<file path="src/rtl/audio_stream_sequencer.sv">
// Audio CODEC FIFO sequencer: pops a stereo sample, applies mute/attenuation,
// pushes it back to the DAC FIFO and strobes the raw capture downstream.
module audio_stream_sequencer #(
   parameter int DATA_W  = 24,
   parameter int TIMEOUT = 1024,
   parameter int DROP_W  = 16
) (
   input  logic              CLOCK_50,
   input  logic              reset,
   input  logic              enable,
   input  logic              mute,
   input  logic [2:0]        gain_shift,
   input  logic              read_ready,
   input  logic [DATA_W-1:0] readdata_left,
   input  logic [DATA_W-1:0] readdata_right,
   input  logic              write_ready,
   output logic              read,
   output logic              write,
   output logic [DATA_W-1:0] writedata_left,
   output logic [DATA_W-1:0] writedata_right,
   output logic              sample_valid,
   output logic [DATA_W-1:0] sample_left,
   output logic [DATA_W-1:0] sample_right,
   output logic [DROP_W-1:0] drop_count,
   output logic              busy
);

   localparam int TIMER_W = (TIMEOUT > 2) ? $clog2(TIMEOUT) : 1;
   localparam logic [TIMER_W-1:0] TIMER_LAST = TIMER_W'(TIMEOUT - 1);

   typedef enum logic [1:0] {
      IDLE,
      POP,
      WAIT_WR,
      PUSH
   } state_t;

   state_t              state_q, state_d;
   logic [TIMER_W-1:0]  timer_q, timer_d;
   logic                read_q, read_d;
   logic                write_q, write_d;
   logic                sample_valid_q, sample_valid_d;
   logic [DATA_W-1:0]   sample_left_q, sample_left_d;
   logic [DATA_W-1:0]   sample_right_q, sample_right_d;
   logic [DATA_W-1:0]   writedata_left_q, writedata_left_d;
   logic [DATA_W-1:0]   writedata_right_q, writedata_right_d;
   logic [DROP_W-1:0]   drop_q, drop_d;

   // Shift in a signed context of its own so the mute mux cannot turn it logical.
   logic signed [DATA_W-1:0] shifted_left;
   logic signed [DATA_W-1:0] shifted_right;

   assign shifted_left  = $signed(sample_left_q) >>> gain_shift;
   assign shifted_right = $signed(sample_right_q) >>> gain_shift;

   always_comb begin
      // NOTE: every next-state signal gets a default first so no path leaves it unassigned (no latches).
      state_d           = state_q;
      timer_d           = timer_q;
      read_d            = 1'b0;
      write_d           = 1'b0;
      sample_valid_d    = 1'b0;
      sample_left_d     = sample_left_q;
      sample_right_d    = sample_right_q;
      writedata_left_d  = writedata_left_q;
      writedata_right_d = writedata_right_q;
      drop_d            = drop_q;

      case (state_q)
         IDLE: begin
            if (enable && read_ready) begin
               sample_left_d  = readdata_left;
               sample_right_d = readdata_right;
               read_d         = 1'b1;
               sample_valid_d = 1'b1;
               state_d        = POP;
            end
         end
         POP: begin
            writedata_left_d  = mute ? '0 : shifted_left;
            writedata_right_d = mute ? '0 : shifted_right;
            timer_d           = '0;
            state_d           = WAIT_WR;
         end
         WAIT_WR: begin
            // A ready DAC FIFO wins over an expiring timer in the same cycle.
            if (write_ready) begin
               write_d = 1'b1;
               state_d = PUSH;
            end else if (timer_q == TIMER_LAST) begin
               if (drop_q != '1) begin
                  drop_d = drop_q + 1'b1;
               end
               state_d = IDLE;
            end else begin
               timer_d = timer_q + 1'b1;
            end
         end
         PUSH: begin
            state_d = IDLE;
         end
         default: begin
            state_d = IDLE;
         end
      endcase
   end

   // NOTE: sequential state uses non-blocking assignments so all registers update together at the edge.
   always_ff @(posedge CLOCK_50) begin
      if (reset) begin
         state_q           <= IDLE;
         timer_q           <= '0;
         read_q            <= 1'b0;
         write_q           <= 1'b0;
         sample_valid_q    <= 1'b0;
         sample_left_q     <= '0;
         sample_right_q    <= '0;
         writedata_left_q  <= '0;
         writedata_right_q <= '0;
         drop_q            <= '0;
      end else begin
         state_q           <= state_d;
         timer_q           <= timer_d;
         read_q            <= read_d;
         write_q           <= write_d;
         sample_valid_q    <= sample_valid_d;
         sample_left_q     <= sample_left_d;
         sample_right_q    <= sample_right_d;
         writedata_left_q  <= writedata_left_d;
         writedata_right_q <= writedata_right_d;
         drop_q            <= drop_d;
      end
   end

   assign read            = read_q;
   assign write           = write_q;
   assign sample_valid    = sample_valid_q;
   assign sample_left     = sample_left_q;
   assign sample_right    = sample_right_q;
   assign writedata_left  = writedata_left_q;
   assign writedata_right = writedata_right_q;
   assign drop_count      = drop_q;
   assign busy            = (state_q != IDLE);

endmodule

</file>
<file path="config.mk">
export PLATFORM = sky130hd
export DESIGN_NAME = audio_stream_sequencer
export DESIGN_NICKNAME = d
export VERILOG_FILES = /design/src/rtl/audio_stream_sequencer.sv
export SDC_FILE = /design/constraint.sdc
export NUM_CORES = 1
export LEC_CHECK = 0
export ABC_CLOCK_PERIOD_IN_PS = 2000
export BUFFER_PORTS_ARGS = -buffer_cell sky130_fd_sc_hd__clkbuf_2
export CAP_MARGIN = 20
export CORE_MARGIN = 10
export CORE_UTILIZATION = 45
export DETAILED_ROUTE_END_ITERATION = 10
export PLACE_DENSITY_LB_ADDON = 0.05
export SLEW_MARGIN = 20
export SYNTH_ARGS = -nofsm -noshare
export SYNTH_HDL_FRONTEND = slang
export SYNTH_SLANG_ARGS = --single-unit
</file>
<file path="constraint.sdc">
create_clock -name CLOCK_50 -period 2 [get_ports CLOCK_50]
set_input_delay 0.1 -clock CLOCK_50 [delete_from_list [all_inputs] [get_ports CLOCK_50]]
set_output_delay 0.1 -clock CLOCK_50 [all_outputs]
set_load 0.005 [all_outputs]
</file>
Word level (Yosys, flattened, before mapping)
Index checks and enable logic that the tools add are counted.
W data, S select, Z words.

word-level totals
  flip-flop bits (word level) = 126
  bits of input ports = 57

cells by class
  $add $sub $neg = 2
  eq/ne operators = 9
  shifts and indexed selects = 2
  muxes and demuxes = 11
  bitwise operators = 3
  reduce and logical (&&, ||, !) cells = 10

operator list
  operator                 number
  $mux W24                 2
  $sshr A24 B3 Y24         2
  $mux W10                 2
  $pmux W10 S2             1
  $add A16 B1 Y16 const B  1
  $ne A16 B16 Y1 const B   1
  $add A10 B1 Y10 const B  1
  $eq A10 B10 Y1 const B   1
  $pmux W2 S4              1
  $mux W2                  3
  $ne A2 B2 Y1 const B     3
  $eq A2 B2 Y1 const B     2
  $reduce_and A2 Y1        2
  $reduce_and A4 Y1        1
  $reduce_bool A2 Y1       2
  $reduce_or A2 Y1         2
  $ne A3 B3 Y1 const B     1
  $not A1 Y1               3
  $reduce_and A3 Y1        1
  $eq A2 B1 Y1 const B     1
  $logic_not A2 Y1         1
  $mux W1                  2
  $logic_and A1 B1 Y1      1

Depth between registers and ports, before layout
  depth after elaboration = 4
  depth in mapped cells = 7

Worst setup path before layout
OpenSTA, ideal clock, no wires.

  path type = reg-to-reg
  start point = reg timer_q[0]
  end point = reg drop_q[15], in the netlist drop_count[15]
  setup time = 0.123 ns
  arrival time = 1.891 ns
  required time = 1.877 ns
  slack = -0.015 ns
  cell stages (with the launch flop) = 8
  path buffers = 1
  clock period less this slack = 2.015 ns
  cells stage by stage = dfxtp_1 -> ha_1 -> nand3_2 -> or3_1 -> buf_6 -> nor3_4 -> nand4_1 -> mux2_1

between the ends
  cells in the longest elaborated chain, start to end = 2

RTL lines
  what                         line  source
  start, declared              39    logic [TIMER_W-1:0] timer_q, timer_d;
  start signal, assigned       123   timer_q <= timer_d;
  $eq A10 B10 Y1               90    end else if (timer_q == TIMER_LAST) begin
  $reduce_and A4 Y1 (no line)  n/a
  end signal, assigned         131   drop_q <= drop_d;
  end, declared                47    logic [DROP_W-1:0] drop_q, drop_d;

No other way between the ends.
A chain may end at the register's enable or synchronous reset.

Worst setup path in the final report
  start point = reg state_q[0]
  end point = reg drop_q[7], in the netlist drop_count[7]

between the ends
  cells in the longest elaborated chain, start to end = 2

RTL lines
  what                         line  source
  start, declared              38    state_t state_q, state_d;
  start signal, assigned       122   state_q <= state_d;
  $eq A2 B2 Y1                 69    case (state_q)
  $reduce_and A4 Y1 (no line)  n/a

No other way between the ends.

==> results.json <==
{
  "nNetsFinal": 1003,
  "crit_arrival_ns": 2.26,
  "p_comb_share_pct": 11.8,
  "clockPowerShare_pct": 46.5,
  "rrSetupSlack_ns": 0.08,
  "ff2ff_path_depth": 5,
  "maxCapViolations": 0,
  "grt_pass1_vias": 5787,
  "whs_endpoint": "writedata_left[23]$_SDFFE_PP0N_",
  "synthesis.nets": 784,
  "grt_pass1_wl_mm": 30.73,
  "firstDrtPassIters": 5,
  "power_density_nw_per_um2": 763.5,
  "worstMarginPinSlew_ns": 0.9371,
  "wire_per_inst_um": 17.17,
  "timing.final.crit_period_ns": 1.915,
  "timing.rr.end": "drop_count[7]$_SDFFE_PP0P_",
  "dieHeight_um": 136.4,
  "cts_buffers": 17,
  "finish.utilization_pct": 62.95,
  "wl_met3_mm": 1.233,
  "area_delta_synth_final_pct": 36.71,
  "peakVddDrop_mv": 0.5334,
  "ys.flop_type": "dfxtp_1",
  "antenna_found_initial": 4,
  "synth-adder-area-share_pct": 0.4103,
  "grt_remaining_overflow": 0,
  "cts_tree": "yes",
  "synth_top_family_by_area": "simple AND/OR/NAND/NOR gates",
  "ios": 173,
  "drt-met1-wl_mm": 8.501,
  "top_layer_used": "met4",
  "clk_pin_slew_ns": 0.05,
  "grt_max_degree": 50,
  "critPathMaxFanout": 8,
  "report.final.slew_viol_count": 0,
  "drt_iter0_drc": 413,
  "grt.total_usage_pct": 20.73,
  "seq_power_share_pct": 41.7,
  "clk_latency_ns": 0.42,
  "drive_above_1_share_pct": 27.85,
  "dieArea_um2": 18610,
  "status": "finished, final reports clean",
  "critPathKind": "flip-flop to flip-flop",
  "h-tree-depth": 4,
  "netlist_area_um2": 6098,
  "via_count": 6063,
  "leakagePower_nw": 3.583,
  "yosys.area_share.simple_pct": 21.03,
  "fin_crit_sh_pct": 95.75,
  "wl_met2_mm": 9.021,
  "p_sw_share_pct": 24.11,
  "synth-edff-count": 0,
  "clock-root-buffer": "clkbuf_16",
  "drc": 0,
  "gp_congestion": 0.8957,
  "hold_depth": 4,
  "fin_hold_ws_ns": 0.08189,
  "clock_skew_ns": 0.007815,
  "fmax_ghz": 0.5222,
  "ys_ff_latch": 126,
  "synthXorXnorAreaFrac_pct": 1.580,
  "syn_inst": 725,
  "num-fill-cells": 1208,
  "initial_core_util_pct": 46.05,
  "min_path_type": "primary input to flip-flop",
  "avgViaCountPerCell": 5.342,
  "synth_cell_types": 53,
  "synth-compound-area-share_pct": 15.90,
  "r2r-start": "state_q[0]$_SDFFE_PP0P_",
  "p_int_mw": 4.831,
  "die_w_um": 136.4,
  "io_buffers": 172,
  "synthArstFlopShare_pct": 0,
  "syn_avg_cell_area_um2": 8.412,
  "cts_buffer_depth": 2,
  "ys_warn_count": 0,
  "rows": 42,
  "drt-total-wl_mm": 19.49,
  "slew_headroom_pct": 37.53,
  "hold_path.startpoint": "mute",
  "hpwl_mm": 14.20,
  "setup_violations": 0,
  "cp.required_ns": 2.34,
  "cts_sinks": 126,
  "switchingPower_mw": 1.535,
  "synth.mux.area_fraction_pct": 16.06,
  "power.total_mw": 6.365,
  "cp-end-kind": "flip-flop",
  "core_area_um2": 13240,
  "cp-start-kind": "flip-flop",
  "ant_nets": 0,
  "ys_seq_area_share_pct": 41.36,
  "hold_viol": 0
}
==> flip-flops by register name (all words and copies together), names as in the netlist <==
name / flops
sample_right: 24
drop_count: 16
writedata_right: 24
write: 1
sample_left: 24
sample_valid: 1
state_q: 2
writedata_left: 24
timer_q: 10
==> power groups by stage <==
stage / logic (mW) / clock network [mW] / registers [mW]
global route: 0.825 / 3.12 / 2.66
detailed placement: 0.664 / 0 / 2.71
CTS: 0.746 / 3.01 / 2.65
floorplan: 0.410 / 0 / 2.69
global placement: 0.653 / 0 / 2.70
finish: 0.752 / 2.96 / 2.65
==> how the worst max path moves through the flow <==
stage                                  end                    start  slack [ns]
2_1_floorplan  drop_count[15]$_SDFFE_PP0P_  timer_q[0]$_SDFFE_PP0P_       0.009
3_3_place_gp    drop_count[6]$_SDFFE_PP0P_  timer_q[0]$_SDFFE_PP0P_        0.04
3_5_place_dp   drop_count[15]$_SDFFE_PP0P_  timer_q[1]$_SDFFE_PP0P_       0.004
4_1_cts         drop_count[7]$_SDFFE_PP0P_  timer_q[0]$_SDFFE_PP0P_        0.04
5_1_grt         drop_count[7]$_SDFFE_PP0P_              write_ready      -0.002
6_report        drop_count[7]$_SDFFE_PP0P_  state_q[0]$_SDFFE_PP0P_        0.08
==> cells by family after synthesis <==
| logic type | Yosys count |
|---|---|
| compound gates | 171 |
| xor+xnor | 11 |
| fa+ha+maj | 2 |
| mux | 84 |
| flops | 126 |
| buf+inv | 54 |
| simple gates | 277 |
==> final cells by class <==
type                    instances  area [um2]  area share, %
multi-input cells             545        3379          40.54
clock inverters                 7       87.58          1.051
well taps                     176       220.2          2.641
inverters                       2       7.507        0.09005
clock buffers                  23       478.0          5.733
repair buffers                252        1627          19.51
diodes                          4       10.01         0.1201
flip-flops and latches        126        2527          30.32
==> cells in the final DEF (no fill, tap or decap), types with 7 or more instances in the layout <==
| cell | netlist | final |
|---|---|---|
| clkbuf_2 | 0 | 172 |
| nand2_1 | 160 | 160 |
| dfxtp_1 | 126 | 124 |
| a21oi_1 | 77 | 77 |
| mux2i_1 | 63 | 63 |
| o21ai_0 | 51 | 51 |
| dlygate4sd3_1 | 0 | 49 |
| nor2_1 | 38 | 36 |
| buf_4 | 1 | 27 |
| clkbuf_16 | 0 | 17 |
| mux2_2 | 10 | 10 |
| mux4_2 | 10 | 10 |
| a211oi_1 | 10 | 10 |
| and2_1 | 10 | 10 |
| nand3_1 | 10 | 9 |
| a22o_1 | 8 | 8 |
| and3_1 | 7 | 7 |
| nand4_1 | 7 | 7 |
| xnor2_1 | 7 | 7 |
==> routing by layer <==
layer  vias up  GRT usage, %
li1       3002             -
met1      2783         25.76
met2       217         31.83
met3        61         5.756
met4         0         11.36
met5         -             0
==> stage by stage <==
step | instances | setup TNS, ns | area [um2] | worst slack (ns)
after detailed placement | 1049 | 0 | 7224 | 0.003826
after CTS | 1128 | 0 | 8285 | 0.04339
final | 1135 | 0 | 8337 | 0.08499
after global routing | 1135 | -0.001979 | 8337 | -0.001979
after global placement | 1049 | 0 | 7224 | 0.03542
after floorplan | 725 | 0 | 6101 | 0.009214
==> synth_stat cells (5+ instances only) <==
master | number | share of area, %
nand2_1 | 160 | 9.8
dfxtp_1 | 126 | 41
a21oi_1 | 77 | 6.3
mux2i_1 | 63 | 10
o21ai_0 | 51 | 4.2
clkbuf_1 | 39 | 2.4
nor2_1 | 38 | 2.3
a211oi_1 | 10 | 1.2
and2_1 | 10 | 1.0
mux2_2 | 10 | 1.8
mux4_2 | 10 | 3.7
nand3_1 | 10 | 0.82
a22o_1 | 8 | 1.1
and3_1 | 7 | 0.72
buf_2 | 7 | 0.57
nand4_1 | 7 | 0.72
xnor2_1 | 7 | 1.0
nor4_1 | 6 | 0.62
and4_1 | 5 | 0.72
nor2b_1 | 5 | 0.51
nor3_1 | 5 | 0.41
or3_1 | 5 | 0.51
==> timing repair <==
action / in CTS / in global routing
endpoints found under the hold margin: 49 / 0
endpoints found under the setup margin: 1 / 3
gates resized for setup: 1 / 5
hold buffers: 49 / 0
setup buffers: 0 / 3
pin swaps: 0 / 2
==> critical path, stage by stage (launching register included) <==
cell     delay (ns)
dfxtp_2        0.35
or3b_4         0.42
nor4_4         0.42
nand3_2        0.16
or4_4          0.42
o21ai_0        0.08
(Power assumes the default switching activity.)
